## config.mk

```make
export PLATFORM = sky130hd
export DESIGN_NAME = cp0_unit
export DESIGN_NICKNAME = d
export VERILOG_FILES = /design/src/rtl/cp0_unit_pkg.sv /design/src/rtl/cp0_int_arbiter.sv /design/src/rtl/cp0_unit.sv
export SDC_FILE = /design/constraint.sdc
export NUM_CORES = 1
export LEC_CHECK = 0
export CAP_MARGIN = 15
export CORE_MARGIN = 5
export CORE_UTILIZATION = 43
export DETAILED_ROUTE_END_ITERATION = 6
export PLACE_DENSITY = 0.82
export SYNTH_ARGS = -nofsm -noshare
export SYNTH_HDL_FRONTEND = slang
export SYNTH_SLANG_ARGS = --single-unit
```

## constraint.sdc

```tcl
create_clock -name clk -period 3.9 [get_ports clk]
set_clock_uncertainty 0.2 [all_clocks]
set_input_delay 1.17 -clock clk [delete_from_list [all_inputs] [get_ports clk]]
set_output_delay 1.17 -clock clk [all_outputs]
set_load 0.05 [all_outputs]
```

## src/rtl/cp0_unit_pkg.sv

```systemverilog
// cp0_unit_pkg: CP0 register numbers, SR/Cause field positions and exception codes
package cp0_unit_pkg;
  localparam logic [4:0] REG_SR    = 5'd12;
  localparam logic [4:0] REG_CAUSE = 5'd13;
  localparam logic [4:0] REG_EPC   = 5'd14;
  localparam logic [4:0] REG_PRID  = 5'd15;
  localparam int SR_IE     = 0;
  localparam int SR_EXL    = 1;
  localparam int IM_LSB    = 10;
  localparam int IP_LSB    = 10;
  localparam int CAUSE_BD  = 31;
  localparam int EXC_LSB   = 2;
  localparam logic [31:0] PRID_DEFAULT = 32'h0000_5037;
  typedef enum logic [4:0] {
    EXC_INT  = 5'd0,
    EXC_ADEL = 5'd4,
    EXC_ADES = 5'd5,
    EXC_RI   = 5'd10,
    EXC_OV   = 5'd12
  } exc_code_e;
endpackage

```

## src/rtl/cp0_int_arbiter.sv

```systemverilog
// cp0_int_arbiter: decides interrupt vs exception; interrupts beat a same-cycle sync exception
module cp0_int_arbiter import cp0_unit_pkg::*; #(
  parameter int EXC_CODE_W = 5
) (
  input  logic [5:0]            hw_int,
  input  logic [5:0]            im,
  input  logic                  ie,
  input  logic                  exl,
  input  logic [EXC_CODE_W-1:0] exc_code_in,
  output logic                  int_req,
  output logic                  exc_req,
  output logic                  req,
  output logic [EXC_CODE_W-1:0] exc_code_nxt
);
  always_comb begin
    int_req      = |(hw_int & im) & ie & ~exl;
    exc_req      = (exc_code_in != '0) & ~exl;
    req          = int_req | exc_req;
    exc_code_nxt = int_req ? EXC_CODE_W'(EXC_INT) : exc_code_in;
  end
endmodule

```

## src/rtl/cp0_unit.sv

```systemverilog
// cp0_unit: coprocessor-0 holding SR/Cause/EPC/PRId and raising the pipeline flush request
module cp0_unit import cp0_unit_pkg::*; #(
  parameter logic [31:0] PRID_VALUE = PRID_DEFAULT,
  parameter int          EXC_CODE_W = 5
) (
  input  logic                  clk,
  input  logic                  reset,
  input  logic [4:0]            A1,
  input  logic [4:0]            A2,
  input  logic [31:0]           DIn,
  input  logic                  We,
  input  logic [31:0]           PC,
  input  logic                  BD,
  input  logic [EXC_CODE_W-1:0] ExcCodeIn,
  input  logic                  EXLClr,
  input  logic [5:0]            HWInt,
  output logic                  Req,
  output logic [31:0]           EPCOut,
  output logic [31:0]           DOut
);
  logic [5:0]            im, ip;
  logic                  exl, ie, bd;
  logic [EXC_CODE_W-1:0] exc_code, exc_code_nxt;
  logic [29:0]           epc;
  logic                  int_req, exc_req;
  logic [31:0]           sr, cause;
  logic [1:0]            unused_pc;

  cp0_int_arbiter #(.EXC_CODE_W(EXC_CODE_W)) u_arb (
    .hw_int(HWInt), .im(im), .ie(ie), .exl(exl), .exc_code_in(ExcCodeIn),
    .int_req(int_req), .exc_req(exc_req), .req(Req), .exc_code_nxt(exc_code_nxt)
  );

  always_ff @(posedge clk or negedge reset)
    if (!reset) begin
      im       <= '0;
      ip       <= '0;
      exl      <= 1'b0;
      ie       <= 1'b0;
      bd       <= 1'b0;
      exc_code <= '0;
      epc      <= '0;
    end else begin
      ip <= HWInt;
      if (Req) begin
        exl      <= 1'b1;
        epc      <= BD ? PC[31:2] - 30'd1 : PC[31:2];
        bd       <= BD;
        exc_code <= exc_code_nxt;
      end else begin
        if (We && A2 == REG_SR) begin
          im  <= DIn[IM_LSB +: 6];
          exl <= DIn[SR_EXL];
          ie  <= DIn[SR_IE];
        end
        if (We && A2 == REG_EPC) epc <= DIn[31:2];
        // eret clears EXL after any same-cycle SR write
        if (EXLClr) exl <= 1'b0;
      end
    end

  always_comb begin
    sr        = 32'b0;
    sr[IM_LSB +: 6] = im;
    sr[SR_EXL]      = exl;
    sr[SR_IE]       = ie;
    cause     = 32'b0;
    cause[CAUSE_BD]          = bd;
    cause[IP_LSB +: 6]       = ip;
    cause[EXC_LSB +: EXC_CODE_W] = exc_code;
    EPCOut    = {epc, 2'b00};
    unused_pc = {PC[1:0]} ^ {exc_req, 1'b0};
    DOut      = A1 == REG_SR    ? sr :
                A1 == REG_CAUSE ? cause :
                A1 == REG_EPC   ? EPCOut :
                A1 == REG_PRID  ? PRID_VALUE : 32'b0;
  end
endmodule
```

==> results.tsv <==
metric	value	unit
cp_delay_by_family_top	buffers and inverters	
cpMostUsedCell	sky130_fd_sc_hd__buf_12	
gr-total-overflow	0	
port_buffers	150	
max_slew_margin	0.559	
grt_start_max_net_pins	51	
endpoint_kind_of_the_worst_setup_timing_path	output pin	
clk_pin_slew_worst_paths	0.09	ns
crit_buf_inv	3	
setup.worst_path.start	A1[4]	
rr_startpoint	im[3]	
cts.sinks	50	
syn_area_per_cell	9.50	µm²
drt_iter0_markers	268	
critical-path-max-stage-delay	0.39	ns
cts_tree	done	
layout-drive-gt1-share	0.223	
slowest_stage	sky130_fd_sc_hd__clkdlybuf4s50_1	
syn_area	3520	µm²
routed_wire_length_per_instance	19.1	µm
power_per_cell_area	536	nW/µm²
drv_cap	0	
setup.worst_path.start_class	primary input	
finalWorstSetupSlack	0.0701	ns
critical_path_required	2.53	ns
instances_no_fill	635	
clock_insertion_delay_worst_skew	0.32	ns
routed_vias_inst	6.03	
postSynth.topFlopCell	sky130_fd_sc_hd__dfrtp_1	
clock_tree.buffer_depth	2	
synth.lib_cells_used.distinct	53	
first_global_vias	3846	
hpwl	9.47	mm
timing.setup.critical_path_class	primary input to output pin	
run_status	finished, final reports clean	
number_of_antenna_violations_at_the_first_check_in_global_routing	0	
drt_first_pass_iters	5	
cp_max_fo	18	
worst_hold_startpoint	exc_code[3]	
die-width	101	µm
warning_count_from_the_yosys_run	0	
floorplan.rows	33	
final.period_utilization	0.982	
routed_wirelength	12.2	mm
detailedPlace.worstSlack	-0.151	ns
cts_setup_buffers	0	
rsz0062_at_grt	no	
finish.net_count	620	
synth-edff-count	0	
critical_path.cell_chain	clkdlybuf4s50_1, nand3b_1, nor2b_2, buf_12, and2_1, buf_12	
initial_core_util	0.435	
track_usage	0.238	
cts_buffers	5	
clock_tree.root_cell	sky130_fd_sc_hd__clkbuf_8	
postRouteAntennaNets	0	
die-area	10100	µm²
place.detailed.instances	626	
layout.filler_cells	615	
max_clock_freq	0.261	GHz
diodes	0	
finalWeightedCongestion	0.847	
die-height	101	µm
yosys_register_bits	50	
h_tree_levels	2	
drc	0	
detailroute.via_count	3828	
finalCriticalPeriod	3.83	ns
synthArstFlopShare	1.00	
worst-endpoint-arrival	2.46	ns
io_pins	155	
tightestPinTransition	0.662	ns
min-delay-path-class	flip-flop to flip-flop	
final_hold_viol_count	0	
fp.coreArea	8090	µm²
ir_drop	401	µV
synth_sequential_area_ratio	0.355	
power.static_leakage	0.00231	µW
grt_pass1_wl	19.4	mm
postSynthCellCount	371	
setup_viol	0	
finalMaxSlewViolations	0	
r2r_slack	1.78	ns
layout-area-overhead-vs-synth	62.0	%
## worst reg2reg max path: cells and delay by family, from the launching register on
kind	cells	cell delay [ns]
flops	1	0.42
buf+inv	2	0.42
simple gates	1	0.19
mux	1	0.34
compound gates	2	0.42
## path summary, 6_finish.rpt
path | endpoint | cells after the start
max reg2reg | im[4] | 6
min reg2reg | exc_code[3] | 1
min | exc_code[3] | 1
max in group asynchronous | epc[27] | 2
min in group asynchronous | ip[5] | 1
max | DOut[17] | 6
## per-stage QoR
step / instance area (µm²) / hold WS, ns / util / setup TNS, ns / total power [µW]
after global placement: 5570 / 0.262 / 0.688 / -2.84 / 2690
after CTS: 5670 / 0.286 / 0.701 / 0 / 3070
after detailed placement: 5570 / 0.265 / 0.688 / -2.76 / 2740
after global routing: 5710 / 0.305 / 0.705 / 0 / 3210
after floorplan: 3560 / 0.244 / - / -0.184 / 2040
final: 5710 / 0.282 / 0.705 / 0 / 3060
## power by group
| part | internal [µW] | total (µW) | switching, µW |
|---|---|---|---|
| logic | 728 | 1810 | 1090 |
| registers | 734 | 919 | 185 |
| clock network | 133 | 327 | 194 |
## cell type report
type                       count  area, µm²  area share
inverter                       5       18.8     0.00329
tap                          105        131      0.0230
sequential                    50       1250       0.219
timing repair buffer         180       2060       0.360
clock buffer                   5       68.8      0.0121
clock inverter                 3       28.8     0.00504
multi-input combinational    287       2150       0.377
## flip-flops by register name, summed over array words and instances (netlist names)
signal,flops
epc,30
im,6
ip,6
exc_code,5
bd,1
exl,1
ie,1
## cells in the mapped netlist, types with 8 or more instances
| cell type | count | area (µm²) |
|---|---|---|
| sky130_fd_sc_hd__a21oi_1 | 10 | 50.1 |
| sky130_fd_sc_hd__a31oi_1 | 18 | 113 |
| sky130_fd_sc_hd__and2_1 | 18 | 113 |
| sky130_fd_sc_hd__and4_1 | 15 | 131 |
| sky130_fd_sc_hd__clkbuf_1 | 19 | 71.3 |
| sky130_fd_sc_hd__dfrtp_1 | 50 | 1250 |
| sky130_fd_sc_hd__mux2_2 | 10 | 113 |
| sky130_fd_sc_hd__mux2i_1 | 31 | 310 |
| sky130_fd_sc_hd__nand2_1 | 13 | 48.8 |
| sky130_fd_sc_hd__nor2_1 | 24 | 90.1 |
| sky130_fd_sc_hd__nor4_1 | 22 | 138 |
| sky130_fd_sc_hd__o21ai_0 | 8 | 40.0 |
| sky130_fd_sc_hd__o31a_1 | 16 | 140 |
| sky130_fd_sc_hd__o31ai_1 | 12 | 90.1 |
| sky130_fd_sc_hd__or4_1 | 11 | 82.6 |
| sky130_fd_sc_hd__xor2_1 | 9 | 78.8 |
## cell families (layout without fill, tap and decap cells)
family / Yosys count / count (layout) / synth area share
simple gates: 150 / 150 / 0.277
mux: 41 / 41 / 0.120
flops: 50 / 50 / 0.355
buf+inv: 35 / 193 / 0.0518
compound gates: 81 / 81 / 0.162
fa+ha+maj: 1 / 1 / 0.00355
other cells: 1 / 2 / 0.00106
xor+xnor: 12 / 12 / 0.0298
## routing by layer
layer | part of all wire | up-vias | global-route usage
met5 | 0 | - | 0
met3 | 0.077 | 36 | 0.0415
met2 | 0.53 | 206 | 0.438
li1 | - | 1754 | -
met1 | 0.36 | 1832 | 0.271
met4 | 0.036 | 0 | 0.0953
## placed cells by master, fill, tap and decap left out, types with 3 or more instances in the layout
cell	n
sky130_fd_sc_hd__o21ai_0	8
sky130_fd_sc_hd__mux2_2	10
sky130_fd_sc_hd__buf_12	32
sky130_fd_sc_hd__o31ai_1	12
sky130_fd_sc_hd__nand4_1	4
sky130_fd_sc_hd__nand2_1	13
sky130_fd_sc_hd__inv_1	3
sky130_fd_sc_hd__a22oi_2	3
sky130_fd_sc_hd__a21o_1	5
sky130_fd_sc_hd__a31oi_1	18
sky130_fd_sc_hd__nand3_1	6
sky130_fd_sc_hd__clkbuf_8	5
sky130_fd_sc_hd__xnor2_1	3
sky130_fd_sc_hd__a21oi_2	3
sky130_fd_sc_hd__dfrtp_1	50
sky130_fd_sc_hd__a22oi_1	3
sky130_fd_sc_hd__nand4b_1	3
sky130_fd_sc_hd__nor3b_1	5
sky130_fd_sc_hd__o31a_1	16
sky130_fd_sc_hd__and4_1	15
sky130_fd_sc_hd__and2_2	10
sky130_fd_sc_hd__or4_1	11
sky130_fd_sc_hd__nand3b_1	3
sky130_fd_sc_hd__buf_4	30
sky130_fd_sc_hd__nor4_1	22
sky130_fd_sc_hd__mux2i_1	31
sky130_fd_sc_hd__and2_1	8
sky130_fd_sc_hd__nor2_2	3
sky130_fd_sc_hd__clkdlybuf4s50_1	114
sky130_fd_sc_hd__nor2_1	21
sky130_fd_sc_hd__a21oi_1	7
sky130_fd_sc_hd__xor2_1	9
sky130_fd_sc_hd__or3_1	4
## what timing repair did
item | 4_1_cts | 5_1_grt
pin swaps | 0 | 4
setup endpoints to repair | 28 | 1
hold buffers | 0 | 0
gates resized for setup | 5 | 2
cloned | 0 | 0
No activity file was read; power rests on OpenSTA's default activity.
